$ cat config.mk
export PLATFORM = sky130hd
export DESIGN_NAME = bridge_ram_arbiter
export DESIGN_NICKNAME = d
export VERILOG_FILES = /design/src/rtl/bridge_pkg.sv /design/src/rtl/bridge_prio_arb.sv /design/src/rtl/bridge_ram_arbiter.sv
export SDC_FILE = /design/constraint.sdc
export NUM_CORES = 1
export LEC_CHECK = 0
export CORE_ASPECT_RATIO = 0.6
export CORE_UTILIZATION = 43
export CTS_CLUSTER_DIAMETER = 30
export DETAILED_ROUTE_END_ITERATION = 10
export PLACE_DENSITY = 0.84
export SLEW_MARGIN = 20
export SYNTH_ARGS = -nofsm -noshare
export SYNTH_HDL_FRONTEND = slang
export SYNTH_SLANG_ARGS = --single-unit
$ cat constraint.sdc
create_clock -name clk -period 2.5 [get_ports clk]
set_clock_uncertainty 0.05 [all_clocks]
set_input_delay 0.25 -clock clk [delete_from_list [all_inputs] [get_ports clk]]
set_output_delay 0.25 -clock clk [all_outputs]
set_load 0.03 [all_outputs]
$ cat src/rtl/bridge_pkg.sv
// Shared definitions for the bridge RAM arbiter: default widths, port ids and the pipeline tag.
package bridge_pkg;

  localparam int ADDR_W_DEF       = 8;
  localparam int DATA_W_DEF       = 8;
  localparam int STARVE_LIMIT_DEF = 4;

  localparam logic PORT_A = 1'b0;
  localparam logic PORT_B = 1'b1;

  typedef struct packed {
    logic valid;
    logic port;
    logic we;
  } tag_t;

endpackage

$ cat src/rtl/bridge_prio_arb.sv
// Fixed-priority grant to port A, with a starvation guard and a lock that favour port B.
module bridge_prio_arb
  import bridge_pkg::*;
#(
  parameter int STARVE_LIMIT = STARVE_LIMIT_DEF
) (
  input  logic clk,
  input  logic rst,
  input  logic a_req,
  input  logic b_req,
  input  logic b_lock,
  output logic a_gnt,
  output logic b_gnt
);

  localparam int CNT_W = $clog2(STARVE_LIMIT + 1);
  localparam logic [CNT_W-1:0] LIMIT = CNT_W'(STARVE_LIMIT);

  logic [CNT_W-1:0] starve_cnt;
  logic             lock_held;
  logic             b_force;

  // While the lock is held and B is silent, nobody is granted.
  always_comb begin
    a_gnt   = 1'b0;
    b_gnt   = 1'b0;
    b_force = b_req && ((starve_cnt == LIMIT) || lock_held);
    if (!rst) begin
      if (b_force) begin
        b_gnt = 1'b1;
      end else if (!lock_held) begin
        if (a_req) begin
          a_gnt = 1'b1;
        end else if (b_req) begin
          b_gnt = 1'b1;
        end
      end
    end
  end

  always_ff @(posedge clk) begin
    if (rst) begin
      starve_cnt <= '0;
      lock_held  <= 1'b0;
    end else begin
      if (!b_req || b_gnt) begin
        starve_cnt <= '0;
      end else if (a_gnt && (starve_cnt != LIMIT)) begin
        starve_cnt <= starve_cnt + 1'b1;
      end

      if (!b_lock) begin
        lock_held <= 1'b0;
      end else if (b_gnt) begin
        lock_held <= 1'b1;
      end
    end
  end

endmodule

$ cat src/rtl/bridge_ram_arbiter.sv
// Shares the single-port bridge RAM between port A and port B with a fixed
// 3-cycle grant-to-done pipeline; completions come back in grant order.
module bridge_ram_arbiter
  import bridge_pkg::*;
#(
  parameter int ADDR_W       = ADDR_W_DEF,
  parameter int DATA_W       = DATA_W_DEF,
  parameter int STARVE_LIMIT = STARVE_LIMIT_DEF
) (
  input  logic              clk,
  input  logic              rst,

  input  logic              a_req,
  input  logic              a_we,
  input  logic [ADDR_W-1:0] a_addr,
  input  logic [DATA_W-1:0] a_wdata,
  output logic              a_gnt,
  output logic              a_done,
  output logic [DATA_W-1:0] a_rdata,

  input  logic              b_req,
  input  logic              b_we,
  input  logic [ADDR_W-1:0] b_addr,
  input  logic [DATA_W-1:0] b_wdata,
  input  logic              b_lock,
  output logic              b_gnt,
  output logic              b_done,
  output logic [DATA_W-1:0] b_rdata,

  output logic              ram_en,
  output logic              ram_we,
  output logic [ADDR_W-1:0] ram_addr,
  output logic [DATA_W-1:0] ram_din,
  input  logic [DATA_W-1:0] ram_dout
);

  tag_t tag_s1;
  logic s2_valid;
  logic s2_port;

  bridge_prio_arb #(
    .STARVE_LIMIT (STARVE_LIMIT)
  ) u_arb (
    .clk    (clk),
    .rst    (rst),
    .a_req  (a_req),
    .b_req  (b_req),
    .b_lock (b_lock),
    .a_gnt  (a_gnt),
    .b_gnt  (b_gnt)
  );

  // The S1 tag register doubles as the RAM enable/write strobes.
  assign ram_en = tag_s1.valid;
  assign ram_we = tag_s1.we;

  always_ff @(posedge clk) begin
    if (rst) begin
      tag_s1   <= '0;
      s2_valid <= 1'b0;
      s2_port  <= PORT_A;
      ram_addr <= '0;
      ram_din  <= '0;
      a_done   <= 1'b0;
      b_done   <= 1'b0;
      a_rdata  <= '0;
      b_rdata  <= '0;
    end else begin
      tag_s1.valid <= a_gnt | b_gnt;
      tag_s1.port  <= b_gnt ? PORT_B : PORT_A;
      tag_s1.we    <= (a_gnt & a_we) | (b_gnt & b_we);

      if (a_gnt) begin
        ram_addr <= a_addr;
        ram_din  <= a_wdata;
      end else if (b_gnt) begin
        ram_addr <= b_addr;
        ram_din  <= b_wdata;
      end

      s2_valid <= tag_s1.valid;
      s2_port  <= tag_s1.port;

      a_done <= s2_valid && (s2_port == PORT_A);
      b_done <= s2_valid && (s2_port == PORT_B);

      // Writes also return the pre-write contents.
      if (s2_valid && (s2_port == PORT_A)) begin
        a_rdata <= ram_dout;
      end
      if (s2_valid && (s2_port == PORT_B)) begin
        b_rdata <= ram_dout;
      end
    end
  end

endmodule

Word-level counts from Yosys, hierarchy flattened
Cells that the tools add are included.
- flip-flop bits (word level): 43
- input port bits: 47
- output and inout bits: 38
- add/sub/neg operators: 1
- equality and inequality tests: 2
- multiplexer cells: 14
- bitwise operators: 6
- reductions and logical operators: 10
- operator list (kind ; number):
    8-bit two-way mux ; 4
    1-bit two-way mux ; 10
    1-bit logical AND ; 4
    2-bit OR reduction ; 2
    3-bit by 1-bit adder with 3-bit output, second input constant ; 1
    3-bit equality test, second input constant ; 1
    3-bit != test, second input constant ; 1
    1-bit bitwise AND ; 2
    1-bit logical OR ; 2
    1-bit inverter ; 2
    1-bit bitwise OR ; 2
    2-bit nonzero test ; 1
    1-bit logical NOT ; 1

Logic depth before layout (Yosys ltp)
Gate-level depths: netlist of the first run.
- depth in word-level cells: 7
- gate-level depth with buffers: 7
- mapped depth without buffers: 5

Modules after synthesis
Synthesis of the first run repeated with hierarchy kept, for this count alone.
- cell total of the unflattened synthesis: 182
- area, all modules: 1779.2 um^2
- by module, submodules not included (module ; instances ; cells each ; area an instance (um^2)):
    bridge_ram_arbiter ; 1 ; 159 ; 1560.2
    bridge_prio_arb ; 1 ; 23 ; 219.0

Worst setup path before layout of the first run
Ideal clock, no wire load.
- kind: reg-to-reg
- from: register u_arb.starve_cnt[0]
- to: register tag_s1, in the netlist ram_we
- setup time: 61 ps
- arrival time: 1551 ps
- required time: 2389 ps
- setup slack: 838 ps
- stages on the path, launching flop included: 7
- period minus slack after synthesis: 1662 ps
- cells stage by stage: dfxtp_1 inv_1 ha_1 and3_1 buf_2 nor2_1 a22o_1
- longest elaborated chain between the ends: 7
- elaborated cells on any way between the ends: 10
- RTL lines (what ; RTL line ; RTL):
    start, declared ; bridge_prio_arb.sv:19 ; logic [CNT_W-1:0] starve_cnt;
    start signal, assigned ; bridge_prio_arb.sv:49 ; starve_cnt <= starve_cnt + 1'b1;
    3-bit equality test ; bridge_prio_arb.sv:27 ; b_force = b_req && ((starve_cnt == LIMIT) || lock_held);
    1-bit logical OR ; bridge_prio_arb.sv:27 ;
    1-bit logical AND ; bridge_prio_arb.sv:27 ;
    1-bit two-way mux ; bridge_prio_arb.sv:29 ; if (b_force) begin
    1-bit two-way mux ; bridge_prio_arb.sv:28 ; if (!rst) begin
    named net a_gnt ; bridge_ram_arbiter.sv:17 ; output logic a_gnt,
    1-bit bitwise AND ; bridge_ram_arbiter.sv:71 ; tag_s1.we <= (a_gnt & a_we) | (b_gnt & b_we);
    1-bit bitwise OR ; bridge_ram_arbiter.sv:71 ;
    end, declared ; bridge_ram_arbiter.sv:37 ; tag_t tag_s1;
The timed path passes the listed nets, and every way through them passes these cells.
A chain may end at the register's enable or synchronous reset.

Worst setup path in the final report of the first run
- from: input a_req
- to: output b_gnt
- longest elaborated chain between the ends: 4
- RTL lines (what ; RTL line ; RTL):
    start, declared ; bridge_ram_arbiter.sv:13 ; input logic a_req,
    1-bit two-way mux ; bridge_prio_arb.sv:32 ; if (a_req) begin
    1-bit two-way mux ; bridge_prio_arb.sv:31 ; end else if (!lock_held) begin
    1-bit two-way mux ; bridge_prio_arb.sv:29 ;
    1-bit two-way mux ; bridge_prio_arb.sv:28 ;
    end, declared ; bridge_ram_arbiter.sv:26 ; output logic b_gnt,
Every way passes these cells.

==> impl_metrics.tcl, run 1 <==
set metrics [dict create \
    status "finished, final reports clean" \
    tightestPinTransition_ns 0.5933 \
    synth.largest_area_cell "dfxtp_1" \
    cts_tree "yes" \
    cp_data_arrival_time_ns 1.56 \
    maxCapViolCount 0 \
    rsz0062_at_grt "no" \
    numClockSinks 43 \
    gp_congestion 0.7737 \
    dp_hpwl_um 3609 \
    path_cells "clkdlybuf4s50_1, nor2b_2, buf_4, a21boi_2, buf_4" \
    cp_num_cells 5 \
    grt_use_met1 0.3402 \
    worst_slew_margin_rel 0.6045 \
    layout-drive-gt1-share 0.05986 \
    gr-max-usage-layer "met2" \
    synth_top_area_share 0.4842 \
    antenna_found_initial 0 \
    grt_overflow 0 \
    globalRouteMet3Util 0.04762 \
    cts_setup_buffers 0 \
    vdd_drop_max_mv 0.2573 \
    clock_latency_ns 0.29 \
    syn_inst 208 \
    cts_max_path_buffers 2 \
    vias 1824 \
    synth.distinct_cells 28 \
    slew_viol_final 0 \
    cts-resized-gates 0 \
    ctsHoldBuffers 0 \
    drc 0 \
    reg2regPathDepth 6 \
    p_leak_nw 0.9678 \
    drt-wirelength-per-cell_um 14.76 \
    antenna_left 0 \
    cpMostUsedCell "buf_4" \
    core_area_mm2 0.003807 \
    synth_seq_area_share 0.4842 \
    power_density_mw_per_mm2 547.3 \
    period_share 0.7443 \
    endpoint_kind "primary output" \
    critPathMaxStageDelay_ns 0.47 \
    yosys-top-cells-area "dfxtp_1, o31ai_1, a31oi_1" \
    mostFrequentLayoutCells "clkdlybuf4s50_1, dfxtp_1, nand2_1" \
    startpoint_type "input pin" \
    yosysWarnings 0 \
    r2r_end "ram_din[0]" \
    drt_first_pass_iters 4 \
    dpl.cell_count 323 \
    cts_max_level 2 \
    grt_pass1_wl_um 7928 \
    syn2layout_area_growth_pct 51.44 \
    critPathTopFamily "buffers and inverters" \
    holdPathStages 1 \
    hold_violations 0 \
    critical_path_class "in -> out" \
    fp.dieH_um 51.81 \
    initial_core_util 0.4670 \
    portBuffers 84 \
    cts_made_buffers 5 \
    yosys_register_bits 43 \
    clk_pin_slew_ns 0.07 \
    netlist_area_mm2 0.001778 \
    cpMaxStageDelayCell "clkdlybuf4s50_1" \
    critPathRequiredTime_ns 2.20 \
    hold_class "reg -> reg" \
    synth_nets 257 \
    drtIter0Drc 100 \
    num_rows 17 \
    holdWs_ns 0.3942 \
    r2r_start "u_arb.starve_cnt[0]" \
    nNetsFinal 332 \
    final_cells 331 \
    fin_crit_ns 1.861 \
    cts-root-buf "clkbuf_8" \
    die_area_mm2 0.004405 \
    grt_pass1_vias 1614 \
    grt_max_degree 36 \
    setup-violations-final 0 \
    grt_usage 0.2347 \
    timing.fmax_mhz 537.4 \
    tns_ns 0 \
    r2r_slack_ns 0.87 \
    crit_buf_inv 3 \
    met2_usage 0.3495 \
    ios 85 \
    nFillCells 330 \
    via_per_inst 5.511 \
    dieWidth_um 85.02 \
    n_antenna_cell 0 \
    min_from "tag_s1[1]" \
    hold_end "s2_port" \
    wl_um 4885 \
    path_max_fanout 35 \
    syn_area_per_cell_um2 8.548 \
    final_common_cell "clkdlybuf4s50_1" \
]
[per-stage QoR]
step | area, um2 | utilization | total power (W) | setup slack, ns
after CTS | 2693 | 0.7072 | 0.001483 | 0.6266
after global placement | 2611 | 0.6858 | 0.001069 | 0.5316
after global routing | 2693 | 0.7072 | 0.001541 | 0.5114
after floorplan | 1778 | - | 0.0009159 | 0.8378
final | 2693 | 0.7072 | 0.001474 | 0.6394
after detailed placement | 2611 | 0.6858 | 0.001073 | 0.4870
[sequential cells by signal, indices dropped and copies added, names as in the netlist]
name              flops
tag_s1                1
b_rdata               8
u_arb.lock_held       1
u_arb.starve_cnt      3
ram_en                1
ram_we                1
s2_port               1
a_done                1
b_done                1
ram_addr              8
a_rdata               8
s2_valid              1
ram_din               8
[area by class of cell]
type                    instances  area, um2  area share
clock buffers                   7      76.32     0.02835
clock inverters                 1      5.005    0.001859
inverters                       4      15.01    0.005576
multi-input cells             139      795.8      0.2955
flip-flops and latches         43      860.8      0.3197
well taps                      47      58.81     0.02184
repair buffers                 90      880.8      0.3271
[report_power, final]
group / leakage (nW) / switching [W] / total [W] / internal, W
clock network: 0.0422 / 0.000217 / 0.000413 / 0.000196
logic: 0.572 / 0.000163 / 0.000318 / 0.000155
registers: 0.354 / 0.0000215 / 0.000742 / 0.000720
[synth_stat cells]
cell	count
buf_6	1
nand2_1	26
a21boi_2	1
inv_1	4
a31oi_1	16
o21ai_1	13
dfxtp_1	43
clkbuf_1	7
o31ai_1	16
or3b_1	1
a22o_1	1
a21oi_1	16
nand3_1	9
and3_1	1
ha_1	2
o21ai_0	3
buf_2	12
nand4_1	16
a21boi_0	1
o21a_1	1
buf_1	1
nand2b_1	1
xnor2_1	1
nor2b_1	6
nand3_2	1
buf_4	1
o211a_1	1
nor2_1	6
[worst reg2reg max path, cell delays in order (launching register included)]
cell and delay, ns:
dfxtp_1 0.36, inv_1 0.05, ha_1 0.23, and3_1 0.27, buf_4 0.21, o21ai_0 0.20, a31oi_1 0.11
[cell families (layout without fill, tap and decap cells)]
kind of cell	Yosys count	count (layout)	share of synthesized area
AO/OA/AOI/OAI	69	69	0.2393
XOR/XNOR	1	1	0.004927
adder cells (fa/ha/maj)	2	2	0.01407
buffers and inverters	26	102	0.06967
flip-flops	43	43	0.4842
AND/OR/NAND/NOR	67	67	0.1879
[worst max-delay path by stage]
stage                   startpoint     endpoint  slack, ns
3_3_place_gp                 b_req  ram_addr[0]       0.53
5_1_grt        u_arb.starve_cnt[0]        a_gnt       0.51
3_5_place_dp                 b_req  ram_addr[4]       0.49
2_1_floorplan  u_arb.starve_cnt[0]       ram_we       0.84
4_1_cts        u_arb.starve_cnt[0]        a_gnt       0.63
6_report                     a_req        b_gnt       0.64
[layer usage]
metal	vias up	routed length [um]
met3	4	243
met4	0	29
met5	-	0
met2	76	2090
li1	905	-
met1	839	2522
Power figures use the tool's default switching activity.
==> run 2: changes to the inputs <==
Settings changed: CORE_UTILIZATION 43 to 40, PLACE_DENSITY 0.84 to 0.79.
Clock period 2.5 ns to 1.95 ns, I/O delays scaled along.
==> run 2 against run 1 <==
Flip-flop and latch count unchanged. Sequential power increased by 28%. Highest routed layer unchanged. First-iteration DRC count increased by 25%. Worst setup slack got worse by 0.47 ns.
==> impl_metrics.tcl, run 2 (synthesized netlist as in run 1, its figures left out) <==
set metrics [dict create \
    grt_overflow 0 \
    period_share 0.9139 \
    grt_pass1_vias 1543 \
    dp_hpwl_um 3692 \
    status "finished, final reports clean" \
    fin_crit_ns 1.782 \
    portBuffers 84 \
    mostFrequentLayoutCells "clkdlybuf4s50_1, dfxtp_1, nand2_1" \
    cts-resized-gates 0 \
    num_rows 18 \
    startpoint_type "flop" \
    grt_usage 0.2123 \
    cts_tree "yes" \
    p_leak_nw 0.9966 \
    antenna_left 0 \
    cts_made_buffers 5 \
    final_common_cell "clkdlybuf4s50_1" \
    power_density_mw_per_mm2 749.1 \
    antenna_found_initial 0 \
    cts_max_level 2 \
    dieWidth_um 88.07 \
    wl_um 4966 \
    cts_setup_buffers 0 \
    clock_latency_ns 0.29 \
    drc 0 \
    ctsHoldBuffers 0 \
    via_per_inst 5.228 \
    die_area_mm2 0.004724 \
    core_area_mm2 0.004189 \
    endpoint_kind "primary output" \
    gp_congestion 0.7491 \
    vias 1809 \
    clk_pin_slew_ns 0.07 \
    syn2layout_area_growth_pct 55.24 \
    tightestPinTransition_ns 0.4348 \
    worst_slew_margin_rel 0.7095 \
    drt_first_pass_iters 4 \
    hold_violations 0 \
    critical_path_class "reg -> out" \
    grt_pass1_wl_um 7486 \
    initial_core_util 0.4244 \
    holdWs_ns 0.3940 \
    nNetsFinal 334 \
    setup-violations-final 0 \
    cp_data_arrival_time_ns 1.54 \
    numClockSinks 43 \
    timing.fmax_mhz 561.2 \
    path_max_fanout 3 \
    cts_max_path_buffers 2 \
    rsz0062_at_grt "no" \
    path_cells "inv_1, ha_1, and3_1, nor2_1, buf_4" \
    tns_ns 0 \
    drtIter0Drc 125 \
    critPathMaxStageDelay_ns 0.37 \
    fp.dieH_um 53.64 \
    hold_class "reg -> reg" \
    maxCapViolCount 0 \
    vdd_drop_max_mv 0.3107 \
    slew_viol_final 0 \
    n_antenna_cell 0 \
    critPathRequiredTime_ns 1.70 \
    cts-root-buf "clkbuf_8" \
    drt-wirelength-per-cell_um 14.35 \
    layout-drive-gt1-share 0.07343 \
    ios 85 \
    cpMaxStageDelayCell "dfxtp_1" \
    grt_max_degree 34 \
]
## run 2: final cells by class
cell class,instances,area (um2)
inverter,4,15.01
sequential,43,860.8
clock inverter,2,35.03
clock buffer,6,82.58
multi-input combinational,139,795.8
fill,371,1429
timing repair buffer,92,895.9
tap,60,75.07
## run 2: metrics by stage
| stage | instances | instance area (um2) | worst slack [ns] | power (W) | util |
|---|---|---|---|---|---|
| final | 346 | 2760 | 0.1680 | 0.002068 | 0.6589 |
| after global routing | 346 | 2760 | 0.06323 | 0.002160 | 0.6589 |
| after CTS | 346 | 2760 | 0.1424 | 0.002089 | 0.6589 |
| after detailed placement | 338 | 2643 | 0.1571 | 0.001381 | 0.6308 |
| after global placement | 338 | 2643 | 0.1863 | 0.001377 | 0.6308 |
| after floorplan | 208 | 1778 | 0.2878 | 0.001174 | - |
## run 2: final timing paths
check,from,end,slack (ns),cells past startpoint
worst max-delay path,u_arb.starve_cnt[0],a_gnt,0.17,5
worst min-delay path,tag_s1[1],s2_port,0.39,1
worst min register to register,tag_s1[1],s2_port,0.39,1
worst max register to register,u_arb.starve_cnt[0],ram_din[3],0.43,6
## run 2: per-layer routing
metal	track usage	part of all wire
met1	0.3109	0.52
met4	0.03763	0.0026
met2	0.3075	0.44
met3	0.06595	0.044
met5	0	0
## run 2: worst max-delay path, delay by kind of cell, from the launching register on
family | cells | cell delay (ns)
and+or+nand+nor | 2 | 0.39
DFF | 1 | 0.37
buffers and inverters | 2 | 0.26
adders and majority gates | 1 | 0.23
## run 2: power by group
| group | switching, W | internal (W) |
|---|---|---|
| Combinational | 0.000211 | 0.000202 |
| Sequential | 0.0000260 | 0.000923 |
| Clock | 0.000290 | 0.000414 |
